**src/rtl/jh_msg_feeder_pkg.sv**
```systemverilog
// Shared constants, state encoding and the length-block builder for the JH
// message feeder.
package jh_pkg;

    localparam int BLK_W       = 512;
    localparam int WORD_W      = 64;
    localparam int LEN_FIELD_W = 128;

    localparam logic [7:0] PAD_MARK = 8'h80;

    typedef enum logic [1:0] {
        FILL  = 2'd0,
        ISSUE = 2'd1,
        WAIT  = 2'd2
    } state_t;

    // Final padding block: optional leading '1' bit, zeros, then the bit length.
    function automatic logic [BLK_W-1:0] len_block(input logic mark,
                                                   input logic [LEN_FIELD_W-1:0] len);
        logic [BLK_W-1:0] blk;
        blk                    = '0;
        blk[BLK_W-1]           = mark;
        blk[LEN_FIELD_W-1:0]   = len;
        return blk;
    endfunction

endpackage

```
**src/rtl/jh_msg_feeder_if.sv**
```systemverilog
// Message stream and hash-core block bus of the JH message feeder.
interface jh_msg_feeder_if;
    import jh_pkg::*;

    // s_data/s_last/s_nbytes transfer on a rising edge where s_valid and
    // s_ready are both high; the source holds them stable until then.
    logic [WORD_W-1:0] s_data;
    logic              s_valid;
    logic              s_ready;
    logic              s_last;
    logic [3:0]        s_nbytes;

    logic              core_en;
    logic              core_init;
    logic [BLK_W-1:0]  core_blk;
    logic              core_fin;
    logic [BLK_W-1:0]  core_odata;

    logic [BLK_W-1:0]  digest;
    logic              digest_valid;
    logic              busy;

    modport master (
        output s_data, s_valid, s_last, s_nbytes, core_fin, core_odata,
        input  s_ready, core_en, core_init, core_blk, digest, digest_valid, busy
    );

    modport slave (
        input  s_data, s_valid, s_last, s_nbytes, core_fin, core_odata,
        output s_ready, core_en, core_init, core_blk, digest, digest_valid, busy
    );

endinterface

```
**src/rtl/jh_msg_feeder_word_pad.sv**
```systemverilog
// Masks the final message word and decides where the JH '1' marker and the
// length block go.
module jh_word_pad
    import jh_pkg::*;
(
    input  logic [WORD_W-1:0] word_i,
    input  logic [3:0]        nbytes_i,
    input  logic [2:0]        widx_i,
    output logic [WORD_W-1:0] word_o,
    output logic [3:0]        mark_pos_o,
    output logic              mark_next_o,
    output logic              mark_in_pad_o,
    output logic              pend_len_o,
    output logic              skip_o
);

    logic [3:0] n_eff;

    always_comb begin
        n_eff  = (nbytes_i > 4'd8) ? 4'd8 : nbytes_i;
        word_o = '0;
        // Byte 0 sits in the top lane; the marker lands right after the data.
        for (int b = 0; b < 8; b++) begin
            if (4'(b) < n_eff) begin
                word_o[WORD_W-1-8*b -: 8] = word_i[WORD_W-1-8*b -: 8];
            end else if (4'(b) == n_eff) begin
                word_o[WORD_W-1-8*b -: 8] = PAD_MARK;
            end
        end
    end

    assign mark_pos_o    = n_eff;
    assign skip_o        = (n_eff == 4'd0) && (widx_i == 3'd0);
    assign mark_next_o   = (n_eff == 4'd8) && (widx_i != 3'd7);
    assign mark_in_pad_o = ((n_eff == 4'd8) && (widx_i == 3'd7)) || skip_o;
    assign pend_len_o    = !skip_o;

endmodule

```
**src/rtl/jh_msg_feeder.sv**
```systemverilog
// JH message front end: packs 64-bit words into 512-bit big-endian blocks,
// pads, hands blocks to the core and latches the digest.
module jh_msg_feeder
    import jh_pkg::*;
#(
    parameter int LEN_W = 64
) (
    input  logic             clk,
    input  logic             rst,
    jh_msg_feeder_if.slave   bus,
    output state_t           state_o
);

    state_t            state_q, state_d;
    logic [BLK_W-1:0]  buf_q, buf_d;
    logic [BLK_W-1:0]  digest_q, digest_d;
    logic [2:0]        widx_q, widx_d;
    logic [LEN_W-1:0]  bitlen_q, bitlen_d;
    logic              first_q, first_d;
    logic              final_q, final_d;
    logic              pend_len_q, pend_len_d;
    logic              mark_q, mark_d;
    logic              dvalid_q, dvalid_d;

    logic [WORD_W-1:0]      pad_word;
    logic [3:0]             pad_nbytes;
    logic                   pad_mark_next;
    logic                   pad_mark_in_pad;
    logic                   pad_pend_len;
    logic                   pad_skip;
    logic [8:0]             slot_lsb;
    logic [8:0]             next_lsb;
    logic [LEN_FIELD_W-1:0] len_field;

    jh_word_pad u_pad (
        .word_i        (bus.s_data),
        .nbytes_i      (bus.s_nbytes),
        .widx_i        (widx_q),
        .word_o        (pad_word),
        .mark_pos_o    (pad_nbytes),
        .mark_next_o   (pad_mark_next),
        .mark_in_pad_o (pad_mark_in_pad),
        .pend_len_o    (pad_pend_len),
        .skip_o        (pad_skip)
    );

    // Slot 0 occupies the top 64 bits of the block.
    assign slot_lsb  = {3'd7 - widx_q, 6'd0};
    assign next_lsb  = {3'd6 - widx_q, 6'd0};
    assign len_field = {{(LEN_FIELD_W-LEN_W){1'b0}}, bitlen_q};

    always_ff @(posedge clk or posedge rst) begin
        if (rst) begin
            state_q    <= FILL;
            buf_q      <= '0;
            digest_q   <= '0;
            widx_q     <= 3'd0;
            bitlen_q   <= '0;
            first_q    <= 1'b1;
            final_q    <= 1'b0;
            pend_len_q <= 1'b0;
            mark_q     <= 1'b0;
            dvalid_q   <= 1'b0;
        end else begin
            state_q    <= state_d;
            buf_q      <= buf_d;
            digest_q   <= digest_d;
            widx_q     <= widx_d;
            bitlen_q   <= bitlen_d;
            first_q    <= first_d;
            final_q    <= final_d;
            pend_len_q <= pend_len_d;
            mark_q     <= mark_d;
            dvalid_q   <= dvalid_d;
        end
    end

    always_comb begin
        state_d    = state_q;
        buf_d      = buf_q;
        digest_d   = digest_q;
        widx_d     = widx_q;
        bitlen_d   = bitlen_q;
        first_d    = first_q;
        final_d    = final_q;
        pend_len_d = pend_len_q;
        mark_d     = mark_q;
        dvalid_d   = 1'b0;

        case (state_q)
            FILL: begin
                if (bus.s_valid) begin
                    if (!bus.s_last) begin
                        buf_d[slot_lsb +: WORD_W] = bus.s_data;
                        bitlen_d = bitlen_q + LEN_W'(64);
                        widx_d   = widx_q + 3'd1;
                        if (widx_q == 3'd7) begin
                            final_d    = 1'b0;
                            pend_len_d = 1'b0;
                            state_d    = ISSUE;
                        end
                    end else if (pad_skip) begin
                        // Empty buffer: the length block is the only block left.
                        buf_d      = len_block(pad_mark_in_pad, len_field);
                        mark_d     = pad_mark_in_pad;
                        final_d    = 1'b1;
                        pend_len_d = 1'b0;
                        widx_d     = 3'd0;
                        state_d    = ISSUE;
                    end else begin
                        buf_d[slot_lsb +: WORD_W] = pad_word;
                        if (pad_mark_next) begin
                            buf_d[next_lsb +: WORD_W] = {PAD_MARK, {(WORD_W-8){1'b0}}};
                        end
                        bitlen_d   = bitlen_q + LEN_W'({pad_nbytes, 3'b000});
                        mark_d     = pad_mark_in_pad;
                        pend_len_d = pad_pend_len;
                        final_d    = 1'b0;
                        widx_d     = 3'd0;
                        state_d    = ISSUE;
                    end
                end
            end

            ISSUE: begin
                first_d = 1'b0;
                state_d = WAIT;
            end

            WAIT: begin
                if (bus.core_fin) begin
                    if (final_q) begin
                        digest_d   = bus.core_odata;
                        dvalid_d   = 1'b1;
                        first_d    = 1'b1;
                        bitlen_d   = '0;
                        buf_d      = '0;
                        widx_d     = 3'd0;
                        final_d    = 1'b0;
                        pend_len_d = 1'b0;
                        mark_d     = 1'b0;
                        state_d    = FILL;
                    end else if (pend_len_q) begin
                        buf_d      = len_block(mark_q, len_field);
                        final_d    = 1'b1;
                        pend_len_d = 1'b0;
                        state_d    = ISSUE;
                    end else begin
                        buf_d   = '0;
                        widx_d  = 3'd0;
                        state_d = FILL;
                    end
                end
            end

            default: state_d = FILL;
        endcase
    end

    assign bus.s_ready      = (state_q == FILL);
    assign bus.core_en      = (state_q == ISSUE);
    assign bus.core_init    = (state_q == ISSUE) && first_q;
    assign bus.core_blk     = buf_q;
    assign bus.digest       = digest_q;
    assign bus.digest_valid = dvalid_q;
    assign bus.busy         = !((state_q == FILL) && (widx_q == 3'd0) && first_q);
    assign state_o          = state_q;

endmodule

```
**src/flat_wrapper.sv**
```systemverilog
// flat-port wrapper written by rule: the top's interface ports become plain ports
module jh_msg_feeder_flat import jh_pkg::*;
#(
    parameter int LEN_W = 64
)
  (clk, rst, state_o, bus_s_data, bus_s_valid, bus_s_last, bus_s_nbytes, bus_core_fin, bus_core_odata, bus_s_ready, bus_core_en, bus_core_init, bus_core_blk, bus_digest, bus_digest_valid, bus_busy);
  jh_msg_feeder_if bus_i ();
  input  logic clk;
  input  logic rst;
  output state_t state_o;
  input wire logic [$bits(bus_i.s_data)-1:0] bus_s_data;
  input wire logic [$bits(bus_i.s_valid)-1:0] bus_s_valid;
  input wire logic [$bits(bus_i.s_last)-1:0] bus_s_last;
  input wire logic [$bits(bus_i.s_nbytes)-1:0] bus_s_nbytes;
  input wire logic [$bits(bus_i.core_fin)-1:0] bus_core_fin;
  input wire logic [$bits(bus_i.core_odata)-1:0] bus_core_odata;
  output wire logic [$bits(bus_i.s_ready)-1:0] bus_s_ready;
  output wire logic [$bits(bus_i.core_en)-1:0] bus_core_en;
  output wire logic [$bits(bus_i.core_init)-1:0] bus_core_init;
  output wire logic [$bits(bus_i.core_blk)-1:0] bus_core_blk;
  output wire logic [$bits(bus_i.digest)-1:0] bus_digest;
  output wire logic [$bits(bus_i.digest_valid)-1:0] bus_digest_valid;
  output wire logic [$bits(bus_i.busy)-1:0] bus_busy;
  assign bus_i.s_data = bus_s_data;
  assign bus_i.s_valid = bus_s_valid;
  assign bus_i.s_last = bus_s_last;
  assign bus_i.s_nbytes = bus_s_nbytes;
  assign bus_i.core_fin = bus_core_fin;
  assign bus_i.core_odata = bus_core_odata;
  assign bus_s_ready = bus_i.s_ready;
  assign bus_core_en = bus_i.core_en;
  assign bus_core_init = bus_i.core_init;
  assign bus_core_blk = bus_i.core_blk;
  assign bus_digest = bus_i.digest;
  assign bus_digest_valid = bus_i.digest_valid;
  assign bus_busy = bus_i.busy;
  jh_msg_feeder #(.LEN_W(LEN_W)) u_core (.clk(clk), .rst(rst), .bus(bus_i), .state_o(state_o));
endmodule
```
**config.mk**
```make
export PLATFORM = sky130hd
export DESIGN_NAME = jh_msg_feeder_flat
export DESIGN_NICKNAME = d
export VERILOG_FILES = /design/src/rtl/jh_msg_feeder_pkg.sv /design/src/rtl/jh_msg_feeder_if.sv /design/src/rtl/jh_msg_feeder_word_pad.sv /design/src/rtl/jh_msg_feeder.sv /design/src/flat_wrapper.sv
export SDC_FILE = /design/constraint.sdc
export NUM_CORES = 2
export LEC_CHECK = 0
export CAP_MARGIN = 20
export CELL_PAD_IN_SITES_DETAIL_PLACEMENT = 0
export CELL_PAD_IN_SITES_GLOBAL_PLACEMENT = 1
export CORE_AREA = 2 2 621 623
export DETAILED_ROUTE_END_ITERATION = 7
export DIE_AREA = 0 0 623 625
export GPL_TIMING_DRIVEN = 0
export PLACE_DENSITY = 0.38
export SYNTH_ARGS = -nofsm -noshare
export SYNTH_HDL_FRONTEND = slang
export SYNTH_SLANG_ARGS = --single-unit
```
**constraint.sdc**
```tcl
create_clock -name clk -period 88.2 [get_ports clk]
set_clock_uncertainty 0.05 [all_clocks]
set_input_delay 17.64 -clock clk [delete_from_list [all_inputs] [get_ports clk]]
set_output_delay 17.64 -clock clk [all_outputs]
set_load 0.05 [all_outputs]
```
* Word level (Yosys, flattened, before mapping)
Index checks and enable logic that the tools add are counted.
** Operators by class
- Add/sub/neg operators :: 7
- Order comparisons :: 9
- Equal/unequal tests :: 19
- Shifts and indexed selects :: 5
- Mux-type cells :: 71
- Reductions and logical operators :: 22
** Operators by type and width (number)
- 512-bit 2-to-1 mux :: 7
- 512-bit bitwise mux :: 3
- 512-bit one-hot mux with 2 select lines :: 1
- 64-bit by 11-bit variable shift with 512-bit output (first input constant) :: 2
- 64-bit by 11-bit indexed part select with 512-bit output :: 2
- 64-bit by 11-bit indexed part select with 512-bit output (first input constant) :: 1
- 64-bit 2-to-1 mux :: 5
- 8-bit 2-to-1 mux :: 16
- 64-bit one-hot mux with 2 select lines :: 1
- 64-bit by 7-bit adder with 64-bit output :: 1
- 64-bit by 7-bit adder with 64-bit output (second input constant) :: 1
- 9-bit negation with 11-bit output :: 2
- 1-bit 2-to-1 mux :: 21
- 3-bit by 4-bit == test with 1-bit output (first input constant) :: 4
- 3-bit by 4-bit less-than comparator with 1-bit output (first input constant) :: 4
- 3-bit 2-to-1 mux :: 5
- 3-bit AND reduction :: 4
- 2-bit 2-to-1 mux :: 5
- 5-bit AND reduction :: 2
- 2-bit by 4-bit == test with 1-bit output (first input constant) :: 2
- 1-bit by 4-bit less-than comparator with 1-bit output (first input constant) :: 2
- 2-bit by 4-bit less-than comparator with 1-bit output (first input constant) :: 2
- 1-bit one-hot mux with 2 select lines :: 4
- 4-bit AND reduction :: 2
- 22 further kinds :: 34
** Storage, ports and cells
- Bits in registers :: 1098
- Input bits :: 585
- Output and inout port bits :: 1031
- Word-level logic and storage cells :: 143

* Logic depth before layout (Yosys ltp)
- Word-level depth :: 13
- Depth in mapped cells :: 13
- Gate-level depth less buffers :: 10

* Hierarchy
A second synthesis with hierarchy kept.
** Unflattened totals
- Cells, all modules :: 4834
- Area total of the unflattened synthesis :: 45775.2 um^2
** Modules (own cells, without submodules)
- jh_msg_feeder :: times used 1, cells an instance 4738, area an instance 45129.5 um^2, sequential area each 27402.5 um^2
- jh_word_pad :: times used 1, cells an instance 96, area an instance 645.6 um^2, sequential area each 0.0 um^2

* Worst setup path after synthesis
Ideal clock, no wire load.
- Path type :: input port to flip-flop
- Start point :: input port bus_s_nbytes[0]
- End point :: register u_core.bitlen_q[57]
- Library setup time :: 0.078 ns
- Data arrival time :: 20.195 ns
- Required time :: 88.072 ns
- Setup slack :: 67.877 ns
- Cell stages on the path :: 12
- Buffers on the path :: 2
- Cells stage by stage :: clkbuf_1 nor2b_1 ha_1 inv_1 fa_1 nand2b_1 a21oi_1 a31oi_1 or3_1 buf_2 or3_1 a21oi_1
** On the way
- Cells in the longest elaborated chain, start to end :: 7
- Elaborated cells between the ends (all ways) :: 11
- Those cells by class :: add/sub: 1; order compare: 1; eq/ne: 1; mux: 5; reduce/logical: 3
** Ends and longest elaborated chain
- start, declared :: line flat_wrapper.sv:14 : input wire logic [$bits(bus_i.s_nbytes)-1:0] bus_s_nbytes;
- 4-bit > comparator :: line jh_msg_feeder_word_pad.sv:20 : n_eff = (nbytes_i > 4'd8) ? 4'd8 : nbytes_i;
- 4-bit 2-to-1 mux * :: line jh_msg_feeder_word_pad.sv:20
- 64-bit by 7-bit adder with 64-bit output :: line jh_msg_feeder.sv:115 : bitlen_d = bitlen_q + LEN_W'({pad_nbytes, 3'b000});
- 64-bit 2-to-1 mux :: line jh_msg_feeder.sv:102 : end else if (pad_skip) begin
- 64-bit 2-to-1 mux :: line jh_msg_feeder.sv:93 : if (!bus.s_last) begin
- 64-bit 2-to-1 mux :: line jh_msg_feeder.sv:92 : if (bus.s_valid) begin
- 64-bit one-hot mux with 2 select lines :: line jh_msg_feeder.sv:90 : case (state_q)
- end signal, assigned :: line jh_msg_feeder.sv:69 : bitlen_q <= bitlen_d;
- end, declared :: line jh_msg_feeder.sv:18 : logic [LEN_W-1:0] bitlen_q, bitlen_d;
Mark *: on every way between the ends. The rest lies on a longest branch, timed or not. The select of a mux whose other input is x is not followed.
A chain may end at the register's enable or synchronous reset.

* Final worst setup path
- Start point :: register u_core.widx_q[0]
- End point :: output port bus_busy
** On the way
- Cells in the longest elaborated chain, start to end :: 4
** Ends and longest elaborated chain
- start, declared :: line jh_msg_feeder.sv:17 : logic [2:0] widx_q, widx_d;
- start signal, assigned :: line jh_msg_feeder.sv:68 : widx_q <= widx_d;
- 3-bit logical NOT :: line jh_msg_feeder.sv:166 : assign bus.busy = !((state_q == FILL) && (widx_q == 3'd0) && first_q);
- 1-bit logical AND (2 in a row) :: line jh_msg_feeder.sv:166
- 1-bit logical NOT :: line jh_msg_feeder.sv:166
- end, declared :: line flat_wrapper.sv:23 : output wire logic [$bits(bus_i.busy)-1:0] bus_busy;
Every way passes these cells.

==> metrics.md <==
| Metric | Value |
|---|---|
| Clock root cell | clkbuf_16 |
| Post-synthesis cell type count | 68 |
| Post-CTS Setup Inserts | 0 |
| Violated checks | DRC |
| WL final | 384200 µm |
| Endpoints failing setup | 0 |
| Clock sink count | 1095 |
| Async set-reset flop share out of synthesis | 1.000 |
| Tot GR Track Use | 0.1906 |
| Sequential share of power | 0.273 |
| Fmax achieved | 46.20 MHz |
| Critical path class | flop to output port |
| IR drop worst, VDD | 0.01446 mV |
| Sw power | 0.001341 W |
| Fin crit share | 0.2454 |
| FF-to-FF Start | u_core.widx_q[0]$_DFFE_PP0P_ |
| Reg clk slew, reported paths | 60 ps |
| WP data arrival | 3960 ps |
| First drt pass iteration count | 8 |
| Core area | 0.3837 mm² |
| Crit path max fanout | 10 |
| # hold bufs at CTS | 0 |
| Outcome | complete, but fails checks |
| RSZ-0062 raised after global routing | no |
| Critical Path Source Type | flop |
| Crit-path cells | clkbuf_1 > inv_1 > ha_1 > nor2b_1 > nand3_1 > clkdlybuf4s50_1 |
| Die Y | 625 µm |
| Placed Cells | 11840 |
| DR iter-0 viols | 3222 |
| P_leak | 32.15 nW |
| Met2 usage | 0.3634 |
| CTS tree | built |
| CP bufs+invs | 3 |
| Row Count | 228 |
| Top FF cell, synth | dfrtp_1 |
| Largest net degree at the start of global routing | 115 |
| # IOs | 1616 |
| Int Power | 0.001394 W |
| Fin cells | 12150 |
| Vias in the first global route | 47500 |
| Pwr dens | 36.45 mW/mm² |
| Worst slew pin tran | 1193 ps |
| Worst slew margin | 0.1973 |
| Share of cells above drive strength 1 | 0.05753 |
| Vias per std cell | 3.848 |
| Max Cap Viol | 0 |
| Hpwl dp | 320000 µm |
| DIE AREA | 0.3894 mm² |
| CTS resizes | 0 |
| CP Data Required Time | 70510 ps |
| Post-synthesis net count | 5717 |
| Clock Path Buffers | 4 |
| Detailed-route via count | 46740 |
| Chip width | 623 µm |
| Seq/Total Area, Yosys | 0.5954 |
| Critical path's top delay family | buffers and inverters |
| Initial antenna violation count | 148 |
| Final Critical Period | 21650 ps |
| Hold_sp | u_core.bus.digest[435]$_DFFE_PP0P_ |
| Crit. End Element | output port |
| Clk pwr share | 0.250 |
| Residual DRC count | 1 |
| First-pass GRT wire length | 494600 µm |
| Remaining antenna violation count | 0 |
| Top Usage Layer GRT | met2 |
| CTS Buf Count | 160 |
| Initial core utilization | 0.1199 |
| Mean post-synth cell area | 8.992 µm² |
| # H-tree levels | 4 |
| Grt met1 use | 0.2020 |
| Slowest cell on crit path | nor2b_1 |
| Sw Ratio | 0.4903 |
| GP Congestion | 0.8530 |
| Logic pwr share | 0.477 |
| Synthesis Warnings | 0 |
| Fin Setup TNS | 0 ps |
| Crit-path max cell delay | 800 ps |
| DR WL/cell | 31.63 µm |
| GRT met3 Usage | 0.05053 |
| Register bit total from synthesis | 1095 |
| Buffers on Ports | 1603 |
| Pins over their slew limit | 0 |
| FILL cells | 42490 |
| Number of flops mapped to enable cells by yosys | 0 |
| HP Class | flop to flop |
| Area Growth Syn to Fin | 63.06% |
| Mapped Area | 0.04602 mm² |
| Total grt overflow | 0 |
| Fin. Hold Viols | 0 |
| Worst skew pair latency | 850 ps |
| Critical path launch point | u_core.widx_q[0]$_DFFE_PP0P_ |
| Post-Synthesis Cells | 5118 |
| Nets | 7538 |
worst min-delay path, cell delays in order, from the launching register on:
cell and delay (ps):
dfrtp_1 340, nand2_1 50, nand2_1 50
final cells by class:
class / count / area [µm²] / share of cell area
Tap cell: 5060 / 6331 / 0.08437
Inverter: 21 / 86.33 / 0.001150
Timing Repair Buffer: 1659 / 17140 / 0.2285
Clock inverter: 53 / 725.7 / 0.009671
Multi-Input combinational cell: 3604 / 17060 / 0.2274
Sequential cell: 1095 / 27400 / 0.3652
Buffer: 398 / 1577 / 0.02101
Clock buffer: 227 / 4638 / 0.06181
Antenna cell: 30 / 75.07 / 0.001000
cell usage after synthesis (6+ instances only):
cell / instances / area share
nand2_1: 2011 / 0.16
dfrtp_1: 1094 / 0.59
a21oi_1: 414 / 0.045
o21ai_0: 409 / 0.044
clkbuf_1: 325 / 0.027
nor2_1: 122 / 0.010
a22o_1: 85 / 0.016
nor2b_1: 77 / 0.010
a22oi_1: 45 / 0.0073
buf_2: 43 / 0.0047
nand3_1: 43 / 0.0047
xnor2_1: 37 / 0.0070
nor3_1: 35 / 0.0038
a31oi_1: 33 / 0.0045
a32o_1: 33 / 0.0072
nor4_1: 23 / 0.0031
and2_1: 22 / 0.0030
inv_1: 20 / 0.0016
or3_1: 20 / 0.0027
nand4_1: 19 / 0.0026
buf_1: 18 / 0.0015
o22ai_1: 17 / 0.0023
a221o_1: 15 / 0.0033
nand2b_1: 14 / 0.0019
and3_1: 13 / 0.0018
ha_1: 13 / 0.0035
a2bb2oi_1: 12 / 0.0023
clkbuf_2: 9 / 0.00098
mux2_2: 9 / 0.0022
o21ai_1: 9 / 0.00098
a21o_1: 6 / 0.00098
state kept, by name, indices dropped and copies added, names as in the netlist:
register and flops:
u_core.pend_len_q 1, u_core.final_q 1, u_core.state_o 2, u_core.first_q 1, u_core.mark_q 1, u_core.bus.digest 512, u_core.bus.core_blk 512, u_core.bus.digest_valid 1
u_core.widx_q 3, u_core.bitlen_q 61
per-stage QoR:
step	hold WS (ps)	utilization	cell area, µm²	power [W]	setup slack [ps]
after floorplan	393.9	-	46020	0.001420	39680
after global placement	411.4	0.1783	68400	0.002069	20190
after detailed placement	411.3	0.1814	69600	0.002082	65970
after CTS	426.2	0.1954	74960	0.002786	66320
after global routing	436.1	0.1954	74980	0.002839	66350
final	420.7	0.1956	75040	0.002735	66550
placed cells by master, fill, tap and decap left out, drive strengths merged, types with 43 or more instances in the layout:
master and n:
buf 119, o21ai 419, a22oi 45, dfrtp 1094, clkdlybuf4s50 1603, clkbuf 562
nor2 122, a22o 85, nand2 2011, nor2b 77, nand3 43, a21oi 417
cell families (layout without fill, tap and decap cells):
| kind of cell | after synthesis | after routing | share of synthesized area |
|---|---|---|---|
| xor gates and xnor gates | 38 | 38 | 0.007232 |
| buffers and inverters | 419 | 2358 | 0.03583 |
| muxes | 13 | 13 | 0.003072 |
| adders and majority gates | 14 | 14 | 0.003970 |
| DFF | 1095 | 1095 | 0.5954 |
| other | 0 | 30 | 0 |
| and+or+nand+nor | 2421 | 2421 | 0.2117 |
| AOI/OAI and AO/OA | 1118 | 1118 | 0.1427 |
metal layers:
| metal | wire length (µm) | vias up |
|---|---|---|
| met2 | 205800 | 1836 |
| met3 | 24960 | 480 |
| met4 | 13820 | 106 |
| met1 | 138900 | 23610 |
| li1 | - | 20710 |
| met5 | 671 | - |
path summary, 6_finish.rpt:
kind,end,slack [ps],depth (start not counted)
max,bus_busy,66550,6
min,u_core.bus.digest[435]$_DFFE_PP0P_,420,2
max reg2reg,u_core.bus.core_blk[206]$_DFFE_PP0P_,83100,13
min reg2reg,u_core.bus.digest[435]$_DFFE_PP0P_,420,2
max in group asynchronous,u_core.bus.core_blk[95]$_DFFE_PP0P_,68130,6
min in group asynchronous,u_core.bus.digest[509]$_DFFE_PP0P_,17230,2
power by group through the flow:
stage / Clock, W / Combinational (W) / Sequential [W]
2_1_floorplan: 0 / 0.000221 / 0.00120
3_3_place_gp: 0 / 0.00131 / 0.000755
3_5_place_dp: 0 / 0.00133 / 0.000753
4_1_cts: 0.000707 / 0.00133 / 0.000747
5_1_grt: 0.000724 / 0.00135 / 0.000763
6_report: 0.000683 / 0.00130 / 0.000747
Power figures use the tool's default switching activity.
